$ cat src/rtl/run_ctrl_pkg.sv
// Shared types and constants for the board run sequencer.
package run_ctrl_pkg;

    typedef enum logic [2:0] {
        IDLE,
        HOLD,
        RUN,
        PASS,
        FAIL
    } run_state_t;

    localparam int unsigned LED_BUSY = 0;
    localparam int unsigned LED_BEAT = 1;
    localparam int unsigned LED_PASS = 2;
    localparam int unsigned LED_FAIL = 3;

endpackage

$ cat src/rtl/sync_rise.sv
// Two-flop synchronizer for an asynchronous level, plus a one-cycle pulse on its rising edge.
module sync_rise #(
    parameter logic RESET_VAL = 1'b1
) (
    input  logic clk,
    input  logic reset,
    input  logic i_async,
    output logic o_rise
);

    logic r_meta;
    logic r_sync;
    logic r_prev;

    // Resetting to RESET_VAL=1 keeps a level already high at reset release from firing.
    always_ff @(posedge clk or posedge reset) begin
        if (reset) begin
            r_meta <= RESET_VAL;
            r_sync <= RESET_VAL;
            r_prev <= RESET_VAL;
        end else begin
            r_meta <= i_async;
            r_sync <= r_meta;
            r_prev <= r_sync;
        end
    end

    assign o_rise = r_sync & ~r_prev;

endmodule

$ cat src/rtl/run_controller.sv
// Run sequencer: switch launch -> fixed core reset pulse -> run with timeout -> pass/fail LEDs.
module run_controller
    import run_ctrl_pkg::*;
#(
    parameter int unsigned RST_CYCLES = 16,
    parameter int unsigned TIMEOUT    = 1_000_000,
    parameter int unsigned BLINK_LOG2 = 24
) (
    input  logic        clk,
    input  logic        reset,
    input  logic        start,
    input  logic        core_done,
    output logic        core_reset,
    output logic        busy,
    output logic [31:0] cycles,
    output logic [3:0]  led
);

    localparam int unsigned HOLD_W = (RST_CYCLES > 1) ? $clog2(RST_CYCLES) : 1;

    run_state_t              r_state;
    run_state_t              w_state_next;
    logic [HOLD_W-1:0]       r_hold;
    logic [HOLD_W-1:0]       w_hold_next;
    logic [31:0]             r_cycles;
    logic [31:0]             w_cycles_next;
    logic [BLINK_LOG2-1:0]   r_beat;
    logic                    w_launch;

    sync_rise #(
        .RESET_VAL (1'b1)
    ) u_start_sync (
        .clk     (clk),
        .reset   (reset),
        .i_async (start),
        .o_rise  (w_launch)
    );

    always_ff @(posedge clk or posedge reset) begin
        if (reset) begin
            r_state  <= IDLE;
            r_hold   <= '0;
            r_cycles <= '0;
            r_beat   <= '0;
        end else begin
            r_state  <= w_state_next;
            r_hold   <= w_hold_next;
            r_cycles <= w_cycles_next;
            r_beat   <= r_beat + BLINK_LOG2'(1);
        end
    end

    always_comb begin
        w_state_next  = r_state;
        w_hold_next   = r_hold;
        w_cycles_next = r_cycles;
        case (r_state)
            IDLE, PASS, FAIL: begin
                if (w_launch) begin
                    w_state_next  = HOLD;
                    w_hold_next   = HOLD_W'(RST_CYCLES - 1);
                    w_cycles_next = '0;
                end
            end
            HOLD: begin
                if (r_hold == '0) begin
                    w_state_next = RUN;
                end else begin
                    w_hold_next = r_hold - HOLD_W'(1);
                end
            end
            RUN: begin
                // Done takes priority over a timeout landing on the same edge.
                if (core_done) begin
                    w_state_next = PASS;
                end else if (r_cycles == 32'(TIMEOUT - 1)) begin
                    w_state_next  = FAIL;
                    w_cycles_next = TIMEOUT;
                end else begin
                    w_cycles_next = r_cycles + 32'd1;
                end
            end
            default: begin
                w_state_next = IDLE;
            end
        endcase
    end

    // Outputs decode the state register only, so there is no input-to-output path.
    always_comb begin
        core_reset         = (r_state != RUN);
        busy               = (r_state == HOLD) || (r_state == RUN);
        cycles             = r_cycles;
        led                = '0;
        led[LED_BUSY]      = busy;
        led[LED_BEAT]      = (r_state == RUN) && r_beat[BLINK_LOG2-1];
        led[LED_PASS]      = (r_state == PASS);
        led[LED_FAIL]      = (r_state == FAIL);
    end

endmodule

$ cat config.mk
export PLATFORM = sky130hd
export DESIGN_NAME = run_controller
export DESIGN_NICKNAME = d
export VERILOG_FILES = /design/src/rtl/run_ctrl_pkg.sv /design/src/rtl/sync_rise.sv /design/src/rtl/run_controller.sv
export SDC_FILE = /design/constraint.sdc
export NUM_CORES = 1
export LEC_CHECK = 0
export CORE_MARGIN = 2
export CORE_UTILIZATION = 52
export CTS_BUF_LIST = sky130_fd_sc_hd__clkbuf_4
export CTS_CLUSTER_SIZE = 30
export DETAILED_ROUTE_END_ITERATION = 8
export PLACE_DENSITY = 0.77
export SLEW_MARGIN = 10
export SYNTH_ARGS = -nofsm -noshare
export SYNTH_HDL_FRONTEND = slang
export SYNTH_HIERARCHICAL = 1
export SYNTH_SLANG_ARGS = --single-unit
$ cat constraint.sdc
create_clock -name clk -period 2.4 [get_ports clk]
set_input_delay 0.72 -clock clk [delete_from_list [all_inputs] [get_ports clk]]
set_output_delay 0.72 -clock clk [all_outputs]
set_load 0.03 [all_outputs]
==> results.md, run 1 <==
* Crit path capture type: output port
* Slew HR at 0.540
* Worst-Margin Slew at 0.684 ns
* Initial Util at 0.540
* Highest routed layer: met4
* Pint at 1910 µW
* Synth async-reset ratio at 1.00
* Crit-path max cell delay at 0.74 ns
* DRT Pass-1 Iters at 4
* EDFF count, synth at 0
* Crit share post-route at 0.979
* Die area at 7260 µm²
* WP buf/inv at 1
* ANT nets after route at 0
* Wire per inst at 15.6 µm
* Avg Inst Size Synth at 10.5 µm²
* Critical path class: flop to output port
* CP max-delay cell: clkdlybuf4s50_1
* Clock Path Buffers at 2
* Minimum clock period at 2.35 ns
* Synth warnings at 6
* Crit path required time at 1.68 ns
* Post-Route Setup TNS at 0 ns
* Min-delay worst type: flop to flop
* Clock power share at 0.249
* DP Wirelength at 5.27 mm
* Met3 wire length at 283 µm
* Gr ovfl total at 0
* Pin count of the biggest net entering global routing at 29
* Critical Path Fanout Max at 7
* Routability Congestion at 0.874
* Number of global-route vias before repair at 2607
* PD cells at 706 nW/µm²
* # IOs at 42
* Post-synthesis cell count at 325
* Antenna diode count at 0
* Post-Place Setup Slack at -0.114 ns
* Comb power frac at 0.321
* Die Ht at 85.2 µm
* CTS Buf Count at 9
* DRC violation count after routing at 0
* Worst VDD drop at 0.000642 V
* Vias per Instance at 5.71
* Crit-path cells: clkdlybuf4s50_1
* Synth Net Count at 332
* Psw at 1030 µW
* Final clock skew at 0.0120 ns
* Seq/Total Area, Yosys at 0.483
* CTS tree: built
* Fill cells at 521
* Switching share of power at 0.352
* Leak at 0.00189 µW
* Reg2Reg Setup Slack at 0.28 ns
* WP data arrival at 1.63 ns
* CP top delay family: buffers and inverters
* Clock sink count at 66
* Clock latency on the worst-skew pair at 0.42 ns
* Worst setup margin at 0.0507 ns
* Input/output buffers at 41
* Top cell type's share of synthesized area at 0.460
* Number of setup violations in the final report at 0
* Clock-pin slew on the worst setup and hold paths at 0.10 ns
* Synth area leader: dfrtp_1
* Top cells by area, synth: dfrtp_1 (46%), xnor2_1 (6.4%), xor2_1 (5.6%)
* RSZ-0062 raised after global routing: false
* Initial antenna violation count at 0
* Final Core Density at 0.657
* Total GRT Usage at 0.220
* Commonest non-fill, non-tap cells in the layout: dfrtp_1 (63), clkdlybuf4s50_1 (29), nand2_1 (27)
* WL final at 7.26 mm
* Synthesized flop and latch total at 66
* Fin. Hold Viols at 0
* Post-Synthesis Cell Area at 3430 µm²
* Global-route wire length before repair at 12.5 mm
* Final count of pins violating max slew at 0
* Iteration-0 DRC Markers at 172
* Share of cells above drive strength 1 at 0.167
* Startpoint types: flop
* Metal-1 WL at 3.30 mm
* Layout area overhead at 21.7%
* CTS HTree Levels at 3
* Total power draw at 2940 µW
* Die width at 85.2 µm
* Core area at 6350 µm²
* FP Rows at 29
* Fmax at 426 MHz
* Seq pwr share at 0.431
* Area occupied by multi-input gates at 1660 µm²
* Max-cap check violation count at 0
* Via count at 2661
* Most common cell after layout, fill and taps aside: dfrtp_1
* Hold_buf cts at 0
* Post-synth cell types at 47
* Post-synth top flop: dfrtp_1
* Met2 wire length at 3.59 mm
* Final net count at 391
* Status: finished clean
* Register area at 1660 µm²
* Clock root buffer: clkbuf_4
[cell families after synthesis]
logic type	Yosys count	share of synthesized area
AOI/OAI and AO/OA	33	0.0650
adders and majority gates	3	0.0110
buffers and inverters	19	0.0347
DFF	66	0.483
and+or+nand+nor	157	0.286
xor gates and xnor gates	47	0.120
[per-stage QoR]
step / area, µm² / hold slack (ns) / instances
after floorplan: 3430 / 0.345 / 325
after global placement: 4020 / 0.347 / 450
after detailed placement: 4020 / 0.347 / 450
after CTS: 4150 / 0.363 / 466
after global routing: 4170 / 0.373 / 466
final: 4170 / 0.362 / 466
[routing by layer]
| metal | track usage | up-vias |
|---|---|---|
| met5 | 0 | - |
| li1 | - | 1273 |
| met1 | 0.291 | 1328 |
| met3 | 0.0584 | 9 |
| met2 | 0.357 | 51 |
| met4 | 0.0664 | 0 |
[worst paths after layout]
path                                               startpoint  depth (start not counted)                             to
worst max-delay path                   cycles[17]$_DFFE_PP0P_                          1                     cycles[17]
worst min-delay path            u_start_sync/r_meta$_DFF_PP1_                          0  u_start_sync/r_sync$_DFF_PP1_
worst max register to register         cycles[26]$_DFFE_PP0P_                          4          cycles[1]$_DFFE_PP0P_
worst min register to register  u_start_sync/r_meta$_DFF_PP1_                          0  u_start_sync/r_sync$_DFF_PP1_
max in group asynchronous                               reset                          3         cycles[22]$_DFFE_PP0P_
min in group asynchronous                               reset                          2         r_state[1]$_DFFE_PP0P_
[layout make-up]
type | count | area share
clock buffer | 11 | 0.0198
clock inverter | 5 | 0.0132
inverter | 9 | 0.00810
multi-input combinational | 240 | 0.398
sequential | 66 | 0.397
tap | 77 | 0.0231
timing repair buffer | 58 | 0.140
[cell usage after synthesis (all sizes together), types with 7 or more instances]
master	count
nor2	34
nand2	27
xnor2	25
inv	9
nand4	22
and3	7
o21ai	11
nor3	8
nand3	22
xor2	22
buf	9
dfrtp	63
nor4	12
[registers in the layout, summed over array words and instances, names as in the netlist]
register             cells
u_start_sync/r_prev      1
u_start_sync/r_meta      1
r_beat                  24
u_start_sync/r_sync      1
cycles                  32
r_state                  3
r_hold                   4
[power groups by stage]
stage	combinational, µW	clock (µW)	sequential [µW]
2_1_floorplan	637	0	1320
4_1_cts	939	749	1260
3_5_place_dp	944	0	1290
6_report	944	731	1270
3_3_place_gp	921	0	1280
5_1_grt	1030	796	1280
[what timing repair did]
item                                   in CTS  in global routing
setup buffers                               0                  0
setup endpoints to repair                   8                  8
gates resized for setup                     6                  6
cloned                                      0                  0
endpoints found under the hold margin       0                  0
Power figures use the tool's default switching activity.
==> run 2, diff against run 1 <==
--- a/config.mk
+++ b/config.mk
@@ -6,11 +6,12 @@
 export NUM_CORES = 1
 export LEC_CHECK = 0
 export CORE_MARGIN = 2
-export CORE_UTILIZATION = 52
-export CTS_BUF_LIST = sky130_fd_sc_hd__clkbuf_4
+export CORE_UTILIZATION = 50
+export CTS_BUF_LIST = sky130_fd_sc_hd__clkbuf_16
 export CTS_CLUSTER_SIZE = 30
 export DETAILED_ROUTE_END_ITERATION = 8
-export PLACE_DENSITY = 0.77
+export HOLD_SLACK_MARGIN = 0.06
+export PLACE_DENSITY = 0.75
 export SLEW_MARGIN = 10
 export SYNTH_ARGS = -nofsm -noshare
 export SYNTH_HDL_FRONTEND = slang
==> results.md, run 2 (synthesis gave the netlist of run 1 again) <==
* Antenna diode count at 0 (unchanged)
* Share of cells above drive strength 1 at 0.167 (unchanged)
* Gr ovfl total at 0 (unchanged)
* Initial Util at 0.510 (was 0.540)
* Slew HR at 0.557 (was 0.540)
* Wire per inst at 15.1 µm (was 15.6 µm)
* Clock Path Buffers at 2 (unchanged)
* Crit share post-route at 0.951 (was 0.979)
* DP Wirelength at 5.02 mm (was 5.27 mm)
* Crit path required time at 1.68 ns (about the same)
* Post-Route Setup TNS at 0 ns (unchanged)
* ANT nets after route at 0 (unchanged)
* Startpoint types: flop (unchanged)
* CP top delay family: buffers and inverters (unchanged)
* DRC violation count after routing at 0 (unchanged)
* Number of setup violations in the final report at 0 (unchanged)
* Area occupied by multi-input gates at 1660 µm² (about the same)
* Status: finished clean (unchanged)
* CTS HTree Levels at 3 (unchanged)
* Critical Path Fanout Max at 7 (unchanged)
* Worst setup margin at 0.118 ns (was 0.0507 ns)
* Vias per Instance at 5.65 (was 5.71)
* RSZ-0062 raised after global routing: false (unchanged)
* Initial antenna violation count at 0 (unchanged)
* Final Core Density at 0.635 (was 0.657)
* CP max-delay cell: clkdlybuf4s50_1 (unchanged)
* Number of global-route vias before repair at 2623 (was 2607)
* Post-CTS setup buffers at 0 (unchanged)
* Fmax at 438 MHz (was 426 MHz)
* Final net count at 391 (unchanged)
* # IOs at 42 (unchanged)
* Most common cell after layout, fill and taps aside: dfrtp_1 (unchanged)
* Crit-path max cell delay at 0.75 ns (was 0.74 ns)
* FP Rows at 30 (was 29)
* Max FFs per register at 32 (unchanged)
* CTS tree: built (unchanged)
* Die area at 7530 µm² (was 7260 µm²)
* Total GRT Usage at 0.207 (was 0.220)
* Register area at 1660 µm² (unchanged)
* Final count of pins violating max slew at 0 (unchanged)
* Worst-Margin Slew at 0.659 ns (was 0.684 ns)
* Routability Congestion at 0.790 (was 0.874)
* Leak at 0.00185 µW (was 0.00189 µW)
* Minimum clock period at 2.28 ns (was 2.35 ns)
* Via count at 2650 (was 2661)
* WP buf/inv at 1 (unchanged)
* Worst VDD drop at 0.000505 V (was 0.000642 V)
* WL final at 7.09 mm (was 7.26 mm)
* Pin count of the biggest net entering global routing at 64 (was 29)
* Input/output buffers at 41 (unchanged)
* PD cells at 784 nW/µm² (was 706 nW/µm²)
* Clock-pin slew on the worst setup and hold paths at 0.06 ns (was 0.10 ns)
* CTS Buf Count at 9 (unchanged)
* DRT Pass-1 Iters at 4 (unchanged)
* Fin. Hold Viols at 0 (unchanged)
* Die width at 86.8 µm (was 85.2 µm)
* WP data arrival at 1.56 ns (was 1.63 ns)
* Layout area overhead at 24.5% (was 21.7%)
* Final clock skew at 0.00752 ns (was 0.0120 ns)
* Min-delay worst type: flop to flop (unchanged)
* Clock sink count at 66 (unchanged)
* Iteration-0 DRC Markers at 154 (was 172)
* Critical path class: flop to output port (unchanged)
* Clock latency on the worst-skew pair at 0.33 ns (was 0.42 ns)
* Commonest non-fill, non-tap cells in the layout: dfrtp_1 (63), clkdlybuf4s50_1 (35), nand2_1 (27) (was dfrtp_1 (63), clkdlybuf4s50_1 (29), nand2_1 (27))
* Core area at 6720 µm² (was 6350 µm²)
* Fill cells at 521 (unchanged)
* Global-route wire length before repair at 12.2 mm (was 12.5 mm)
* Post-Place Setup Slack at -0.0828 ns (was -0.114 ns)
* Crit path capture type: output port (unchanged)
* Max-cap check violation count at 0 (unchanged)
* Clock root buffer: clkbuf_16 (was clkbuf_4)
* Crit-path cells: clkdlybuf4s50_1 (unchanged)
* Die Ht at 86.8 µm (was 85.2 µm)
## run 2: through the flow
stage	hold slack (ns)	instance area [µm²]	total power (µW)	instances
6_report	0.362	4270	3350	469
4_1_cts	0.362	4270	3370	469
5_1_grt	0.368	4270	3510	469
2_1_floorplan	0.345	3430	1950	325
3_3_place_gp	0.349	4000	2180	453
3_5_place_dp	0.348	4000	2200	453
## run 2: where the power goes
| group | total [µW] | switching (µW) | internal [µW] |
|---|---|---|---|
| clock | 1180 | 482 | 695 |
| sequential | 1270 | 87.2 | 1180 |
| combinational | 900 | 544 | 356 |
## run 2: cell type report
class,count,share of cell area
clock buffers,9,0.0528
clock inverters,7,0.0108
inverters,9,0.00792
multi-input cells,240,0.388
flip-flops and latches,66,0.388
well taps,80,0.0235
repair buffers,58,0.129
## run 2: what timing repair did
item,CTS,global route
hold buffers,0,0
endpoints found under the setup margin,3,1
resized for setup,3,1
gates cloned,0,0
## run 2: per-layer routing
layer	GRT usage	routed length, µm
met4	0.0909	139
met5	0	0
met3	0.0562	277
met2	0.328	3420
met1	0.266	3250
## run 2: worst paths after layout
check	start	cells past startpoint	endpoint	slack (ns)
setup / recovery	cycles[10]$_DFFE_PP0P_	1	cycles[10]	0.12
hold / removal	u_start_sync/r_meta$_DFF_PP1_	0	u_start_sync/r_sync$_DFF_PP1_	0.36
setup reg to reg	cycles[11]$_DFFE_PP0P_	5	cycles[25]$_DFFE_PP0P_	0.29
hold reg to reg	u_start_sync/r_meta$_DFF_PP1_	0	u_start_sync/r_sync$_DFF_PP1_	0.36
max in group asynchronous	reset	3	r_state[1]$_DFFE_PP0P_	1.30
min in group asynchronous	reset	2	u_start_sync/r_meta$_DFF_PP1_	0.80
==> run 3, diff against run 2 <==
--- a/config.mk
+++ b/config.mk
@@ -8,6 +8,7 @@
 export CORE_MARGIN = 2
 export CORE_UTILIZATION = 50
 export CTS_BUF_LIST = sky130_fd_sc_hd__clkbuf_16
+export CTS_CLUSTER_DIAMETER = 100
 export CTS_CLUSTER_SIZE = 30
 export DETAILED_ROUTE_END_ITERATION = 8
 export HOLD_SLACK_MARGIN = 0.06
==> results of run 3 <==
Final layout, timing and power as in run 2 (identical DEF).
